### src/rtl/fifo_pkg.sv
// Shared types and constants for the parametrised synchronous FIFO.
// The pointer-width helper gives the extra wrap bit used to tell full from empty.
package fifo_pkg;

  typedef enum logic {
    FIFO_STD  = 1'b0,
    FIFO_FWFT = 1'b1
  } fifo_mode_e;

  localparam int DEF_WIDTH = 8;
  localparam int DEF_DEPTH = 8;

  function automatic int ptr_width(input int depth);
    return $clog2(depth) + 1;
  endfunction

endpackage

### src/rtl/fifo_mem_2p.sv
// Two-port storage array: one synchronous write port, one asynchronous read port.
// Deliberately has no reset so it maps onto plain RAM/regfile cells.
module fifo_mem_2p #(
  parameter int WIDTH = 8,
  parameter int DEPTH = 8,
  localparam int AW   = $clog2(DEPTH)
) (
  input  logic             clk,
  input  logic             i_we,
  input  logic [AW-1:0]    i_waddr,
  input  logic [WIDTH-1:0] i_wdata,
  input  logic [AW-1:0]    i_raddr,
  output logic [WIDTH-1:0] o_rdata
);

  logic [WIDTH-1:0] r_mem [DEPTH];

  always_ff @(posedge clk) begin
    if (i_we) r_mem[i_waddr] <= i_wdata;
  end

  assign o_rdata = r_mem[i_raddr];

endmodule

### src/rtl/fifo_sync_param.sv
// Parametrised single-clock FIFO with occupancy count, threshold flags, error pulses
// and a choice of registered or first-word-fall-through read data.
module fifo_sync_param
  import fifo_pkg::*;
#(
  parameter int WIDTH     = DEF_WIDTH,
  parameter int DEPTH     = DEF_DEPTH,
  parameter int AF_THRESH = 6,
  parameter int AE_THRESH = 2,
  parameter int FWFT      = 0,
  localparam int PW       = ptr_width(DEPTH),
  localparam int AW       = PW - 1
) (
  input  logic             clk,
  input  logic             rst,
  input  logic             wr_en,
  input  logic [WIDTH-1:0] D_in,
  input  logic             rd_en,
  output logic [WIDTH-1:0] D_out,
  output logic             full,
  output logic             empty,
  output logic             almost_full,
  output logic             almost_empty,
  output logic [AW:0]      count,
  output logic             overflow,
  output logic             underflow,
  output logic [AW-1:0]    wptr,
  output logic [AW-1:0]    rptr
);

  localparam fifo_mode_e MODE = (FWFT != 0) ? FIFO_FWFT : FIFO_STD;

  logic [AW:0]      r_wptr, r_rptr, r_count;
  logic             r_full, r_empty, r_afull, r_aempty, r_ovf, r_unf;
  logic             w_wr_acc, w_rd_acc;
  logic [AW:0]      w_count_nxt;
  logic [WIDTH-1:0] w_rdata;

  // Acceptance uses the registered flags, so a write on a full FIFO is dropped
  // even when a read frees a slot on the same edge (and vice versa when empty).
  assign w_wr_acc = wr_en & ~r_full;
  assign w_rd_acc = rd_en & ~r_empty;

  always_comb begin
    w_count_nxt = r_count;
    case ({w_wr_acc, w_rd_acc})
      2'b10:   w_count_nxt = r_count + 1'b1;
      2'b01:   w_count_nxt = r_count - 1'b1;
      default: w_count_nxt = r_count;
    endcase
  end

  always_ff @(posedge clk or posedge rst) begin
    if (rst) begin
      r_wptr   <= '0;
      r_rptr   <= '0;
      r_count  <= '0;
      r_full   <= 1'b0;
      r_empty  <= 1'b1;
      r_afull  <= 1'b0;
      r_aempty <= 1'b1;
      r_ovf    <= 1'b0;
      r_unf    <= 1'b0;
    end else begin
      if (w_wr_acc) r_wptr <= r_wptr + 1'b1;
      if (w_rd_acc) r_rptr <= r_rptr + 1'b1;
      r_count  <= w_count_nxt;
      r_full   <= (w_count_nxt == PW'(DEPTH));
      r_empty  <= (w_count_nxt == '0);
      r_afull  <= (w_count_nxt >= PW'(AF_THRESH));
      r_aempty <= (w_count_nxt <= PW'(AE_THRESH));
      r_ovf    <= wr_en & r_full;
      r_unf    <= rd_en & r_empty;
    end
  end

  // Gating with rst keeps a write coincident with reset from landing in memory.
  fifo_mem_2p #(.WIDTH(WIDTH), .DEPTH(DEPTH)) u_mem (
    .clk     (clk),
    .i_we    (w_wr_acc & ~rst),
    .i_waddr (r_wptr[AW-1:0]),
    .i_wdata (D_in),
    .i_raddr (r_rptr[AW-1:0]),
    .o_rdata (w_rdata)
  );

  generate
    if (MODE == FIFO_FWFT) begin : g_fwft
      assign D_out = r_empty ? '0 : w_rdata;
    end else begin : g_std
      logic [WIDTH-1:0] r_dout;
      always_ff @(posedge clk or posedge rst) begin
        if (rst)           r_dout <= '0;
        else if (w_rd_acc) r_dout <= w_rdata;
      end
      assign D_out = r_dout;
    end
  endgenerate

  assign full         = r_full;
  assign empty        = r_empty;
  assign almost_full  = r_afull;
  assign almost_empty = r_aempty;
  assign count        = r_count;
  assign overflow     = r_ovf;
  assign underflow    = r_unf;
  assign wptr         = r_wptr[AW-1:0];
  assign rptr         = r_rptr[AW-1:0];

endmodule

### config.mk
export PLATFORM = sky130hd
export DESIGN_NAME = fifo_sync_param
export DESIGN_NICKNAME = d
export VERILOG_FILES = /design/src/rtl/fifo_pkg.sv /design/src/rtl/fifo_mem_2p.sv /design/src/rtl/fifo_sync_param.sv
export SDC_FILE = /design/constraint.sdc
export NUM_CORES = 1
export LEC_CHECK = 0
export ABC_AREA = 1
export BUFFER_PORTS_ARGS = -buffer_cell sky130_fd_sc_hd__buf_4
export CAP_MARGIN = 0
export CORE_MARGIN = 2
export CORE_UTILIZATION = 30
export DETAILED_ROUTE_END_ITERATION = 7
export PLACE_DENSITY = 0.47
export SLEW_MARGIN = 20
export SYNTH_ARGS = -nofsm -noshare
export SYNTH_HDL_FRONTEND = slang
export SYNTH_HIERARCHICAL = 1
export SYNTH_SLANG_ARGS = --single-unit
### constraint.sdc
create_clock -name clk -period 2.4 [get_ports clk]
set_input_delay 0.48 -clock clk [delete_from_list [all_inputs] [get_ports clk]]
set_output_delay 0.48 -clock clk [all_outputs]
set_load 0.005 [all_outputs]
==> results by group <==
Status
  – Outcome: finished, final reports clean

Drt
  – First drt pass iteration count: 4
  – Met1 WL: about 4000 um
  – Wire per inst: approximately 13 um
  – WL final: roughly 8500 um
  – Iteration-0 DRC Markers: 147
  – Max Used Layer: met4
  – DRC: 0
  – Metal2 WL: 4070 um
  – Metal3 WL: approximately 210 um
  – Vias: ~2,700
  – Post-detailed-route count of antenna-violating nets: 0
  – Via/cell ratio: 4.15

Synth
  – Synthesis Warnings: 6
  – Syn Std Cell Area: 0.00403 sq mm
  – Synth Instances: about 420
  – Avg Synthesized Cell Area: 9.61 sq um
  – Syn nets: approximately 440
  – Synthesized flop and latch total: 88
  – Register area share after synthesis: 0.627
  – Count of cell types in the netlist: 27

Final layout
  – Sequential cell area: 0.00252 sq mm
  – Core Util, Final: 0.360
  – Area taken by multi-input logic gates: around 0.0011 sq mm
  – Commonest non-fill, non-tap cell in the layout: nand2_1
  – Nets: between 400 and 500
  – Synthesis-to-layout area growth: 18.0%
  – Most frequent cells in the layout: 153 x nand2_1, 85 x inv_1, 64 x edfxtp_1
  – Non-filler cells, final: 646
  – Ant. Diodes: 0
  – Layout cell share with drive strength beyond 1: 0.166
  – Fillcell total: 1,309

Die
  – Die ar.: ~0.014 sq mm
  – Chip height: 120 um
  – Die width: about 120 um
  – Row count: 42
  – Initial Util: 0.305
  – Core area: 0.0132 sq mm
  – I/O Pins: 36

Placement
  – GP Congestion: 0.741
  – Dpl hpwl: 5490 um
  – Place WS: approximately 0.26 ns
  – Port Buffers: 35
  – Placed Instances: 630

Power and ir drop
  – Power Total: ~5.4 mW
  – P_leak: ~2.3 nW
  – Cell Pwr Density: 1130 mW/mm^2
  – Max IR drop VDD: 0.390 mV

Timing
  – Max Clk Rate: 522 MHz
  – Slew HR: 0.708
  – Period utilisation layout: 0.798
  – Least-Margin Pin Slew: 0.439 ns
  – Final Hold Fails: 0
  – Setup_tns: 0 ns
  – Setup ws final: between 0.4 and 0.5 ns
  – Clk_skew: 0.00520 ns
  – # setup viols final: 0
  – Max Transition Viols Final: 0
  – Unrepaired setup endpoints after global routing: false
  – Final min period: 1.92 ns

Global routing
  – Initial antenna violation count: 0
  – First-pass GRT wire length: 13,500 um
  – Gr usage total: 0.126
  – Largest net degree at the start of global routing: 33
  – Number of global-route vias before repair: 2,591
  – GRT overflow: 0

Clock tree
  – Inserted Clock Buffers: 9
  – Clock Sinks: 88
  – Hold_buf cts: 0
  – Cts repair resizes: 0
  – H-tree Lvls: 3
  – Clk_lat worst skew: 0.34 ns
  – Postcts setup bufs: 0
  – CTS tree: yes
  – Root Buffer: clkbuf_16
  – Clk slew on worst S/H paths: 0.06 ns
  – Clock Tree Buf Depth: 2

Flow run
  – Max-Cap Viols: 0

Worst setup path
  – CP arrival: between 2 and 2.5 ns
  – Worst Setup Start Kind: register
  – Worst path required time: between 2 and 3 ns
  – R2R depth: 13
  – Critical Path Max Stage Delay: 0.59 ns
  – Setup Crit Path Kind: register to register
  – Critical path fanouts, max: 16
  – Crit end category: register
  – Critical-path cell list: nor2_8 -> nand2_4 -> nand2_1 -> nand2_1 -> inv_1 -> ha_1 -> a21oi_1 -> inv_1 -> nand2_2 -> nand2_2 -> o21ai_4 -> nand3_2 -> nor2_1
  – Crit path max-delay cell type: dfstp_2

Worst hold path
  – Worst min path class: input port to async pin
==> cell families (layout without fill, tap and decap cells) <==
family                   count (synthesis)  count (layout)  synth area share
adder cells (fa/ha/maj)                  4               4            0.0124
XOR/XNOR                                 6               6            0.0130
buffers and inverters                  101             152             0.109
AO/OA/AOI/OAI                            6               6            0.0118
AND/OR/NAND/NOR                        214             214             0.226
flip-flops                              88              88             0.627
==> flip-flops by register name (all words and copies together) (netlist names) <==
register / flops
empty: 1
almost_empty: 1
overflow: 1
full: 1
underflow: 1
r_rptr: 3
u_mem/r_mem: 64
D_out: 8
count: 4
almost_full: 1
r_wptr: 3
==> metal layers <==
| layer | global-route usage | up-vias |
|---|---|---|
| met5 | 0 | - |
| met4 | 0.0588 | 0 |
| met3 | 0.0261 | 15 |
| met2 | 0.205 | 38 |
| met1 | 0.161 | 1253 |
| li1 | - | 1375 |
==> power by group <==
group | internal (mW) | switching [mW] | total (mW)
sequential | 1.92 | 0.216 | 2.14
combinational | 0.786 | 1.24 | 2.02
clock | 0.685 | 0.544 | 1.23
==> critical path: cells and delay by family, from the launching register on <==
family,cells,cell delay [ns]
compound gates,2,0.31
simple gates,8,0.66
buf+inv,2,0.12
flops,1,0.59
fa+ha+maj,1,0.16
==> through the flow <==
| stage | hold slack (ns) | cell area [sq um] |
|---|---|---|
| 5_1_grt | 0.240 | 4750 |
| 4_1_cts | 0.202 | 4750 |
| 2_1_floorplan | 0.465 | 4030 |
| 6_report | 0.191 | 4750 |
| 3_3_place_gp | 0.465 | 4500 |
| 3_5_place_dp | 0.464 | 4500 |
==> worst paths after layout <==
check	start	end	slack (ns)
min in group clk	wr_en	overflow	0.35
worst min register to register	D_out[3]	D_out[3]	0.47
worst max register to register	empty	empty	0.48
max in group asynchronous	rst	almost_empty	1.91
worst max-delay path	empty	empty	0.48
worst min-delay path	rst	r_wptr[2]	0.19
==> cell usage after synthesis <==
| master | number | area share |
|---|---|---|
| a21oi_1 | 1 | 0.0012 |
| a21oi_2 | 1 | 0.0022 |
| buf_1 | 1 | 0.00093 |
| buf_2 | 2 | 0.0025 |
| buf_4 | 3 | 0.0056 |
| buf_6 | 6 | 0.017 |
| clkinv_1 | 1 | 0.00093 |
| dfrtp_1 | 22 | 0.14 |
| dfstp_2 | 2 | 0.013 |
| edfxtp_1 | 64 | 0.48 |
| ha_1 | 4 | 0.012 |
| inv_1 | 85 | 0.079 |
| inv_2 | 2 | 0.0019 |
| inv_4 | 1 | 0.0016 |
| nand2_1 | 153 | 0.14 |
| nand2_2 | 6 | 0.0093 |
| nand2_4 | 1 | 0.0028 |
| nand3_1 | 36 | 0.045 |
| nand3_2 | 4 | 0.0099 |
| nor2_1 | 13 | 0.012 |
| nor2_8 | 1 | 0.0050 |
| o211ai_1 | 1 | 0.0019 |
| o21ai_0 | 1 | 0.0012 |
| o21ai_1 | 1 | 0.0012 |
| o21ai_4 | 1 | 0.0040 |
| xnor2_1 | 5 | 0.011 |
| xor2_1 | 1 | 0.0022 |
==> cell type report <==
class	count	area share
clock buffers	10	0.0482
clock inverters	6	0.00553
inverters	89	0.0708
multi-input cells	230	0.224
flip-flops and latches	88	0.531
well taps	176	0.0463
repair buffers	47	0.0742
Note: power is estimated with default switching activity, not from simulation.
